`config.mk`:
```
export PLATFORM = sky130hd
export DESIGN_NAME = acq_scheduler_flat
export DESIGN_NICKNAME = d
export VERILOG_FILES = /design/src/rtl/acq_scheduler_if.sv /design/src/rtl/acq_scheduler.sv /design/src/flat_wrapper.sv
export SDC_FILE = /design/constraint.sdc
export NUM_CORES = 1
export LEC_CHECK = 0
export CORE_AREA = 2 2 83 105
export CTS_CLUSTER_DIAMETER = 60
export DETAILED_ROUTE_END_ITERATION = 10
export DIE_AREA = 0 0 85 107
export PLACE_DENSITY = 0.69
export REMOVE_ABC_BUFFERS = 1
export SETUP_SLACK_MARGIN = 0.05
export SYNTH_ARGS = -nofsm -noshare
export SYNTH_HDL_FRONTEND = slang
export SYNTH_SLANG_ARGS = --single-unit
```
`constraint.sdc`:
```
create_clock -name clk_in -period 6.62 [get_ports clk_in]
set_input_delay 0.662 -clock clk_in [delete_from_list [all_inputs] [get_ports clk_in]]
set_output_delay 0.662 -clock clk_in [all_outputs]
set_load 0.05 [all_outputs]
```
`src/rtl/acq_scheduler_if.sv`:
```
// Sample stream between the acquisition scheduler and its consumer.
interface acq_scheduler_if #(
  parameter int unsigned DATA_W = 12
);
  logic [DATA_W-1:0] sample_data;
  logic              sample_valid;
  logic              sample_ready;

  modport master (output sample_data, output sample_valid, input sample_ready);
  modport slave  (input sample_data, input sample_valid, output sample_ready);
endinterface

```
`src/rtl/acq_scheduler.sv`:
```
// Acquisition burst sequencer: DUT clock-enable, settle wait, N ADC strobes,
// each sample forwarded through a 1-entry valid/ready buffer.
module acq_scheduler #(
  parameter int unsigned DIV_W  = 4,
  parameter int unsigned CNT_W  = 8,
  parameter int unsigned DATA_W = 12
) (
  input  logic              clk_in,
  input  logic              rst_n,
  input  logic [DIV_W-1:0]  cfg_dut_div,
  input  logic [DIV_W-1:0]  cfg_adc_div,
  input  logic [CNT_W-1:0]  cfg_settle,
  input  logic [CNT_W-1:0]  cfg_nsamp,
  input  logic              start,
  input  logic              abort,
  input  logic [DATA_W-1:0] adc_data,
  output logic              dut_ce,
  output logic              adc_ce,
  output logic              busy,
  output logic              done,
  output logic              overrun,
  acq_scheduler_if.master   smp
);

  typedef enum logic [2:0] {S_IDLE, S_SETTLE, S_SAMPLE, S_DRAIN, S_DONE} state_t;

  state_t            state_q, state_d;
  logic [DIV_W-1:0]  dut_div_q, dut_div_d, adc_div_q, adc_div_d;
  logic [CNT_W-1:0]  settle_q, settle_d, nsamp_q, nsamp_d;
  logic [DIV_W-1:0]  dut_cnt_q, dut_cnt_d, adc_cnt_q, adc_cnt_d;
  logic [CNT_W-1:0]  settle_cnt_q, settle_cnt_d, samp_cnt_q, samp_cnt_d;
  logic              dut_ce_q, dut_ce_d, adc_ce_q, adc_ce_d;
  logic              busy_q, busy_d, done_q, done_d, ovr_q, ovr_d;
  logic [DATA_W-1:0] data_q, data_d;
  logic              valid_q, valid_d;
  logic              pop, dut_tick, adc_tick;

  // Strobes are registered: a tick seen now shows up as a strobe next cycle,
  // gated by the next state so no strobe leaks outside its active state.
  always_comb begin
    state_d      = state_q;
    dut_div_d    = dut_div_q;
    adc_div_d    = adc_div_q;
    settle_d     = settle_q;
    nsamp_d      = nsamp_q;
    dut_cnt_d    = dut_cnt_q;
    adc_cnt_d    = adc_cnt_q;
    settle_cnt_d = settle_cnt_q;
    samp_cnt_d   = samp_cnt_q;
    ovr_d        = ovr_q;
    data_d       = data_q;
    valid_d      = valid_q;
    pop          = valid_q & smp.sample_ready;
    dut_tick     = ((state_q == S_SETTLE) || (state_q == S_SAMPLE)) && (dut_cnt_q == dut_div_q);
    adc_tick     = (state_q == S_SAMPLE) && (adc_cnt_q == adc_div_q);

    unique case (state_q)
      S_IDLE: begin
        if (start && !abort) begin
          dut_div_d    = cfg_dut_div;
          adc_div_d    = cfg_adc_div;
          settle_d     = cfg_settle;
          nsamp_d      = cfg_nsamp;
          ovr_d        = 1'b0;
          dut_cnt_d    = '0;
          adc_cnt_d    = '0;
          settle_cnt_d = '0;
          samp_cnt_d   = '0;
          state_d      = S_SETTLE;
        end
      end
      S_SETTLE: begin
        dut_cnt_d = dut_tick ? '0 : DIV_W'(dut_cnt_q + 1'b1);
        if (settle_q == '0) begin
          state_d = S_SAMPLE;
        end else if (dut_ce_q) begin
          settle_cnt_d = CNT_W'(settle_cnt_q + 1'b1);
          if (CNT_W'(settle_cnt_q + 1'b1) == settle_q) state_d = S_SAMPLE;
        end
        if (state_d == S_SAMPLE) adc_cnt_d = '0;
      end
      S_SAMPLE: begin
        dut_cnt_d = dut_tick ? '0 : DIV_W'(dut_cnt_q + 1'b1);
        adc_cnt_d = adc_tick ? '0 : DIV_W'(adc_cnt_q + 1'b1);
        if (nsamp_q == '0) begin
          state_d = S_DRAIN;
        end else if (adc_ce_q) begin
          samp_cnt_d = CNT_W'(samp_cnt_q + 1'b1);
          if (CNT_W'(samp_cnt_q + 1'b1) == nsamp_q) state_d = S_DRAIN;
        end
      end
      S_DRAIN: if (!valid_q) state_d = S_DONE;
      S_DONE:  state_d = S_IDLE;
      default: state_d = S_IDLE;
    endcase

    // One-entry buffer: a pop in the same cycle frees the slot for the new sample
    if (pop) valid_d = 1'b0;
    if (adc_ce_q) begin
      if (!valid_q || pop) begin
        data_d  = adc_data;
        valid_d = 1'b1;
      end else begin
        ovr_d = 1'b1;
      end
    end

    if (abort) begin
      state_d      = S_IDLE;
      valid_d      = 1'b0;
      ovr_d        = ovr_q;
      dut_cnt_d    = '0;
      adc_cnt_d    = '0;
      settle_cnt_d = '0;
      samp_cnt_d   = '0;
    end

    dut_ce_d = dut_tick && ((state_d == S_SETTLE) || (state_d == S_SAMPLE));
    adc_ce_d = adc_tick && (state_d == S_SAMPLE);
    busy_d   = (state_d != S_IDLE);
    done_d   = (state_d == S_DONE);
  end

  always_ff @(posedge clk_in or negedge rst_n) begin
    if (!rst_n) begin
      state_q      <= S_IDLE;
      dut_div_q    <= '0;
      adc_div_q    <= '0;
      settle_q     <= '0;
      nsamp_q      <= '0;
      dut_cnt_q    <= '0;
      adc_cnt_q    <= '0;
      settle_cnt_q <= '0;
      samp_cnt_q   <= '0;
      dut_ce_q     <= 1'b0;
      adc_ce_q     <= 1'b0;
      busy_q       <= 1'b0;
      done_q       <= 1'b0;
      ovr_q        <= 1'b0;
      data_q       <= '0;
      valid_q      <= 1'b0;
    end else begin
      state_q      <= state_d;
      dut_div_q    <= dut_div_d;
      adc_div_q    <= adc_div_d;
      settle_q     <= settle_d;
      nsamp_q      <= nsamp_d;
      dut_cnt_q    <= dut_cnt_d;
      adc_cnt_q    <= adc_cnt_d;
      settle_cnt_q <= settle_cnt_d;
      samp_cnt_q   <= samp_cnt_d;
      dut_ce_q     <= dut_ce_d;
      adc_ce_q     <= adc_ce_d;
      busy_q       <= busy_d;
      done_q       <= done_d;
      ovr_q        <= ovr_d;
      data_q       <= data_d;
      valid_q      <= valid_d;
    end
  end

  assign dut_ce           = dut_ce_q;
  assign adc_ce           = adc_ce_q;
  assign busy             = busy_q;
  assign done             = done_q;
  assign overrun          = ovr_q;
  assign smp.sample_data  = data_q;
  assign smp.sample_valid = valid_q;

endmodule

```
`src/flat_wrapper.sv`:
```
// flat-port wrapper written by rule: the top's interface ports become plain ports
module acq_scheduler_flat 
#(
  parameter int unsigned DIV_W  = 4,
  parameter int unsigned CNT_W  = 8,
  parameter int unsigned DATA_W = 12
)
  (clk_in, rst_n, cfg_dut_div, cfg_adc_div, cfg_settle, cfg_nsamp, start, abort, adc_data, dut_ce, adc_ce, busy, done, overrun, smp_sample_data, smp_sample_valid, smp_sample_ready);
  acq_scheduler_if #(.DATA_W(DATA_W)) smp_i ();
  input  logic clk_in;
  input  logic rst_n;
  input  logic [DIV_W-1:0] cfg_dut_div;
  input  logic [DIV_W-1:0] cfg_adc_div;
  input  logic [CNT_W-1:0] cfg_settle;
  input  logic [CNT_W-1:0] cfg_nsamp;
  input  logic start;
  input  logic abort;
  input  logic [DATA_W-1:0] adc_data;
  output logic dut_ce;
  output logic adc_ce;
  output logic busy;
  output logic done;
  output logic overrun;
  output wire logic [$bits(smp_i.sample_data)-1:0] smp_sample_data;
  output wire logic [$bits(smp_i.sample_valid)-1:0] smp_sample_valid;
  input wire logic [$bits(smp_i.sample_ready)-1:0] smp_sample_ready;
  assign smp_sample_data = smp_i.sample_data;
  assign smp_sample_valid = smp_i.sample_valid;
  assign smp_i.sample_ready = smp_sample_ready;
  acq_scheduler #(.DIV_W(DIV_W), .CNT_W(CNT_W), .DATA_W(DATA_W)) u_core (.clk_in(clk_in), .rst_n(rst_n), .cfg_dut_div(cfg_dut_div), .cfg_adc_div(cfg_adc_div), .cfg_settle(cfg_settle), .cfg_nsamp(cfg_nsamp), .start(start), .abort(abort), .adc_data(adc_data), .dut_ce(dut_ce), .adc_ce(adc_ce), .busy(busy), .done(done), .overrun(overrun), .smp(smp_i));
endmodule
```
==> results of run 1 <==
## cells in the mapped netlist (2+ instances only)
cell | n | area share (%)
a21oi_1 | 8 | 1.1
a22o_1 | 4 | 0.99
a31o_2 | 2 | 0.49
a31oi_1 | 5 | 0.88
and2_1 | 2 | 0.35
and3_1 | 2 | 0.35
buf_1 | 2 | 0.21
buf_2 | 8 | 1.1
clkbuf_1 | 4 | 0.42
dfrtp_1 | 69 | 49
ha_1 | 4 | 1.4
inv_1 | 8 | 0.85
mux2_2 | 36 | 11
nand2_1 | 24 | 2.5
nand2b_1 | 8 | 1.4
nand3_1 | 9 | 1.3
nand4_1 | 4 | 0.71
nor2_1 | 20 | 2.1
nor2b_1 | 7 | 1.2
nor3_1 | 7 | 0.99
nor3b_1 | 2 | 0.42
nor4_1 | 6 | 1.1
o21a_1 | 2 | 0.42
o21ai_0 | 28 | 4.0
o31ai_1 | 4 | 0.85
o41ai_1 | 2 | 0.49
or2_2 | 2 | 0.35
or3_1 | 3 | 0.53
or4_1 | 3 | 0.64
xnor2_1 | 21 | 5.2
xor2_1 | 11 | 2.7
## routing by layer
layer  GRT usage (%)  routed length (um)  vias up
li1                -                   -     1312
met1            21.8                3300     1318
met2            28.6                3570       57
met3            5.70                 361       15
met4            7.14                 137        0
met5               0                   0        -
## through the flow
stage,setup slack [ns],cell area [um2],utilization (%)
2_1_floorplan,4.48,3480,-
3_3_place_gp,3.66,4180,51.6
3_5_place_dp,3.53,4180,51.6
4_1_cts,3.90,4380,54.1
5_1_grt,3.71,4380,54.1
6_report,3.92,4380,54.1
## final timing paths
| kind | end | slack (ns) | cells past startpoint |
|---|---|---|---|
| setup / recovery | u_core.adc_ce$_DFF_PN0_ | 3.92 | 6 |
| hold / removal | u_core.settle_cnt_q[2]$_DFFE_PN0P_ | 0.50 | 2 |
| setup reg to reg | u_core.adc_cnt_q[3]$_DFFE_PN0P_ | 4.02 | 7 |
| hold reg to reg | u_core.smp.sample_data[6]$_DFFE_PN0P_ | 0.51 | 1 |
| max in group asynchronous | u_core.settle_q[4]$_DFFE_PN0P_ | 5.56 | 2 |
| min in group clk_in | u_core.smp.sample_data[6]$_DFFE_PN0P_ | 0.51 | 1 |
## where the power goes
group / switching, mW / internal (mW)
sequential: 0.0334 / 0.454
combinational: 0.0559 / 0.0775
clock: 0.163 / 0.175
## kinds of logic after synthesis
logic type	after synthesis	synth area share, %
AOI/OAI and AO/OA	66	12.2
xor gates and xnor gates	32	7.91
adders and majority gates	4	1.41
buffers and inverters	22	2.61
DFF	69	48.7
muxes	36	11.4
and+or+nand+nor	106	15.7
## worst max-delay path, delay by kind of cell
family | cells | cell delay (ns)
and+or+nand+nor | 2 | 0.85
buffers and inverters | 1 | 0.71
AOI/OAI and AO/OA | 3 | 0.72
## registers in the layout (all words and copies together) (netlist names)
register	cells
u_core.smp.sample_data	12
u_core.nsamp_q	8
u_core.samp_cnt_q	8
u_core.settle_cnt_q	8
u_core.settle_q	8
u_core.adc_cnt_q	4
u_core.adc_div_q	4
u_core.dut_cnt_q	4
u_core.dut_div_q	4
u_core.state_q	3
u_core.adc_ce	1
u_core.busy	1
u_core.done	1
u_core.dut_ce	1
u_core.overrun	1
u_core.smp.sample_valid	1
## area by class of cell
type,instances,share of cell area (%)
multi-input combinational,244,39.3
tap,97,2.77
clock buffer,9,2.83
timing repair buffer,59,13.3
sequential,69,39.4
inverter,8,0.685
clock inverter,7,1.68
==> run summary, run 1 <==
DRC violation count after routing: 0
Worst Hold Class: in2async
Unrepaired setup endpoints after global routing: no
R2R Path Start: u_core.settle_cnt_q[0]$_DFFE_PN0P_
Total wire length: 7370 um
Setup bufs post-CTS: 0
Number of fill cells: 696
DP HPWL: 5190 um
CTS Sinks: 69
Routed length per instance: 14.9 um
Register area share after synthesis: 48.7%
P per Cell Area: 219 nW/um2
Ys flop type: dfrtp_1
CP arrival: 2.95 ns
Required @ worst endpoint: 6.88 ns
Slew @ Worst Pin: 1.18 ns
Pin count of the biggest net entering global routing: 70
Final Slew Violations: 0
Synth async-reset ratio: 100%
Later-pin clock latency in the skew report: 0.35 ns
CP Launch Point: abort
Antenna violations before repair: 0
Final instance count without filler cells: 493
CTS Buf Count: 9
Synthesized netlist cell count: 335
Highest clock rate: 371 MHz
Largest fanout on the critical path: 26
Tmin final: 2.70 ns
Remaining Overflow, GRT: 0
Multi-input combinational cell area: 1720 um2
Kind of critical path: in2reg
Total GRT Usage: 17.7%
Post-route ant nets: 0
# diodes: 0
Clock root cell: clkbuf_8
CTS tree: yes
Resize count post-CTS: 0
Syn-to-layout area delta: 23.7%
Starting Density: 43.7%
Core ar.: 8100 um2
Critical-path cell list: clkdlybuf4s50_1 -> and3b_1 -> a31oi_1 -> o31ai_1 -> a41o_1 -> nor4_1
Element type at the critical path start: input pin
#FFs+latches synth: 69
Initial DRC count: 140
Initial DRT Pass Iterations: 5
Max-cap viol count: 0
Hold slack: 0.500 ns
Tot Pwr: 959 uW
Layout cells sized above 1: 15.9%
IO Port Bufs: 58
Post-CTS Hold Buffers: 0
Hold Vio Cnt, Final: 0
First-pass GRT wire length: 12900 um
Leading cell type in the layout, fill and taps excluded: dfrtp_1
# IOs: 59
CP max-delay cell: clkdlybuf4s50_1
Register area: 1730 um2
DP Cell Count: 477
Clock skew: 0.0127 ns
Commonest cells after routing, fill and taps aside: dfrtp_1, clkdlybuf4s50_1, mux2_2
Endpoints failing setup: 0
Synth warn: 0
Final worst path period share: 40.7%
Status: finished, final reports clean
Crit. End Element: flip-flop
Worst slew margin: 21.4%
Max Root-Sink Buffers: 2
Leakage Power: 1.82 nW
Syn avg cell area: 10.6 um2
Worst-path clk slew: 0.08 ns
Die Y: 107 um
Post-synth EDFFs: 0
Via count: 2702
Layout net count: 436
Gpl congestion: 0.840
CP peak stage delay: 0.71 ns
Vias in the first global route: 2823
Cell area after synthesis: 3540 um2
Routed vias/inst: 5.48
Row count: 37
Unique cell type count in the Yosys netlist: 49
Die W: 85 um
Worst VDD drop: 0.154 mV
H-tree depth: 3
Setup TNS Final: 0 ns
Die Footprint: 9100 um2
(Power assumes the default switching activity.)
==> run 2, diff against run 1 <==
- clock period: 6.62 -> 2.5 ns (I/O delays scaled with it)
==> run summary, run 2 (synthesis gave the netlist of run 1 again) <==
Status: finished, final reports clean
Later-pin clock latency in the skew report: 0.34 ns (about the same)
# diodes: 0 (unchanged)
DRC violation count after routing: 0 (unchanged)
Layout net count: 445 (+2.1%)
IO Port Bufs: 58 (unchanged)
Remaining Overflow, GRT: 0 (unchanged)
CTS Sinks: 69 (unchanged)
CTS Buf Count: 9 (unchanged)
Routed length per instance: 15.0 um (+0.33%)
Kind of critical path: reg2reg
Required @ worst endpoint: 2.72 ns (-4.16 ns)
P per Cell Area: 581 nW/um2 (+170%)
Layout cells sized above 1: 18.3% (+2.4 points)
Slew @ Worst Pin: 0.599 ns (-0.580 ns)
Vias in the first global route: 2788 (-1.2%)
DP Cell Count: 484 (+1.5%)
Pin count of the biggest net entering global routing: 70 (unchanged)
Die W: 85 um (unchanged)
Die Footprint: 9100 um2 (unchanged)
CTS tree: yes
Initial DRT Pass Iterations: 4 (-1)
Worst-path clk slew: 0.08 ns (about the same)
Syn-to-layout area delta: 26.8%
Util after Layout: 55.4% (+1.3 points)
Leakage Power: 1.87 nW (+2.7%)
Total wire length: 7520 um (+2.2%)
Worst Hold Class: in2async
Tmin final: 2.30 ns
Hold slack: 0.468 ns (-0.0320 ns)
Hold Vio Cnt, Final: 0 (unchanged)
Via count: 2779 (+2.8%)
Setup TNS Final: 0 ns (unchanged)
Core ar.: 8100 um2 (unchanged)
H-tree depth: 3 (unchanged)
Highest clock rate: 435 MHz
Final worst setup slack: 0.199 ns (-3.72 ns)
Element type at the critical path start: flip-flop
CP peak stage delay: 0.51 ns (-0.20 ns)
Unrepaired setup endpoints after global routing: no
Gpl congestion: 0.842 (+0.29%)
Max Root-Sink Buffers: 2 (unchanged)
Initial DRC count: 125 (-11%)
Final Slew Violations: 0 (unchanged)
Starting Density: 43.7% (unchanged)
Largest fanout on the critical path: 5 (-81%)
Clock skew: 0.00756 ns (-0.00517 ns)
Total GRT Usage: 17.6% (-0.13 points)
CP max-delay cell: or4_1
First-pass GRT wire length: 12800 um (-1.2%)
Final worst path period share: 92.0%
Clock root cell: clkbuf_8
Commonest cells after routing, fill and taps aside: dfrtp_1, clkdlybuf4s50_1, mux2_2
Max FFs per register: 12 (unchanged)
Worst VDD drop: 0.399 mV (+160%)
Crit. End Element: flip-flop
Worst slew margin: 60.1% (+39 points)
Routed vias/inst: 5.54 (+1.0%)
# IOs: 59 (unchanged)
Die Y: 107 um (unchanged)
Final instance count without filler cells: 502 (+1.8%)
DP Worst Slack: 0.199 ns (-3.34 ns)
Endpoints failing setup: 0 (unchanged)
Post-route ant nets: 0 (unchanged)
Antenna violations before repair: 0 (unchanged)
Leading cell type in the layout, fill and taps excluded: dfrtp_1
Row count: 37 (unchanged)
Max-cap viol count: 0 (unchanged)
Critical-path cell list: ha_1 -> xnor2_1 -> nand4_1 -> or4_1 -> o31ai_1 -> a41o_1 -> a211oi_1
CP arrival: 2.52 ns (-0.43 ns)
DP HPWL: 5380 um (+3.5%)
## run 2: routing by layer
metal / vias to the layer above / routed length [um] / part of all wire, % / track usage (%)
met5: - / 0 / 0 / 0
met4: 0 / 150 / 2.0 / 6.92
met3: 16 / 376 / 5.0 / 4.46
met2: 77 / 3650 / 49 / 28.7
met1: 1360 / 3340 / 44 / 22.3
li1: 1326 / - / - / -
## run 2: path summary, 6_finish.rpt
path	start	endpoint	slack, ns	cells past startpoint
min reg2reg	u_core.settle_cnt_q[7]$_DFFE_PN0P_	u_core.settle_cnt_q[7]$_DFFE_PN0P_	0.50	1
min in group clk_in	u_core.settle_cnt_q[7]$_DFFE_PN0P_	u_core.settle_cnt_q[7]$_DFFE_PN0P_	0.50	1
max	u_core.samp_cnt_q[0]$_DFFE_PN0P_	u_core.dut_ce$_DFF_PN0_	0.20	7
max in group asynchronous	rst_n	u_core.smp.sample_valid$_DFF_PN0_	1.73	3
max reg2reg	u_core.samp_cnt_q[0]$_DFFE_PN0P_	u_core.dut_ce$_DFF_PN0_	0.20	7
min	rst_n	u_core.settle_q[0]$_DFFE_PN0P_	0.47	3
## run 2: critical path, delay by kind of cell (launching register included)
kind	cells	cell delay, ns
and+or+nand+nor	2	0.61
DFF	1	0.43
adders and majority gates	1	0.34
AOI/OAI and AO/OA	3	0.63
xor gates and xnor gates	1	0.17
## run 2: power by group
part	internal, mW	total, mW	switching [mW]
registers	1.20	1.29	0.0917
logic	0.217	0.374	0.157
clock network	0.515	0.940	0.425
total	1.93	2.61	0.674
## run 2: metrics by stage
step / power [mW] / instance area (um2)
final: 2.61 / 4490
after global routing: 2.73 / 4490
after CTS: 2.64 / 4470
after detailed placement: 1.69 / 4250
after global placement: 1.68 / 4250
after floorplan: 1.52 / 3480
## run 2: repair_timing
item | CTS | global route
endpoints found under the setup margin | 0 | 6
gates resized for setup | 0 | 3
hold buffers | 1 | 0
endpoints found under the hold margin | 69 | 0
setup buffers | 0 | 1
## run 2: final cells by class
cell class | count | area (um2)
fill | 697 | 3610
timing repair buffer | 68 | 666
tap | 97 | 121
multi-input combinational | 244 | 1740
clock buffer | 11 | 151
sequential | 69 | 1730
inverter | 8 | 30.0
clock inverter | 5 | 58.8
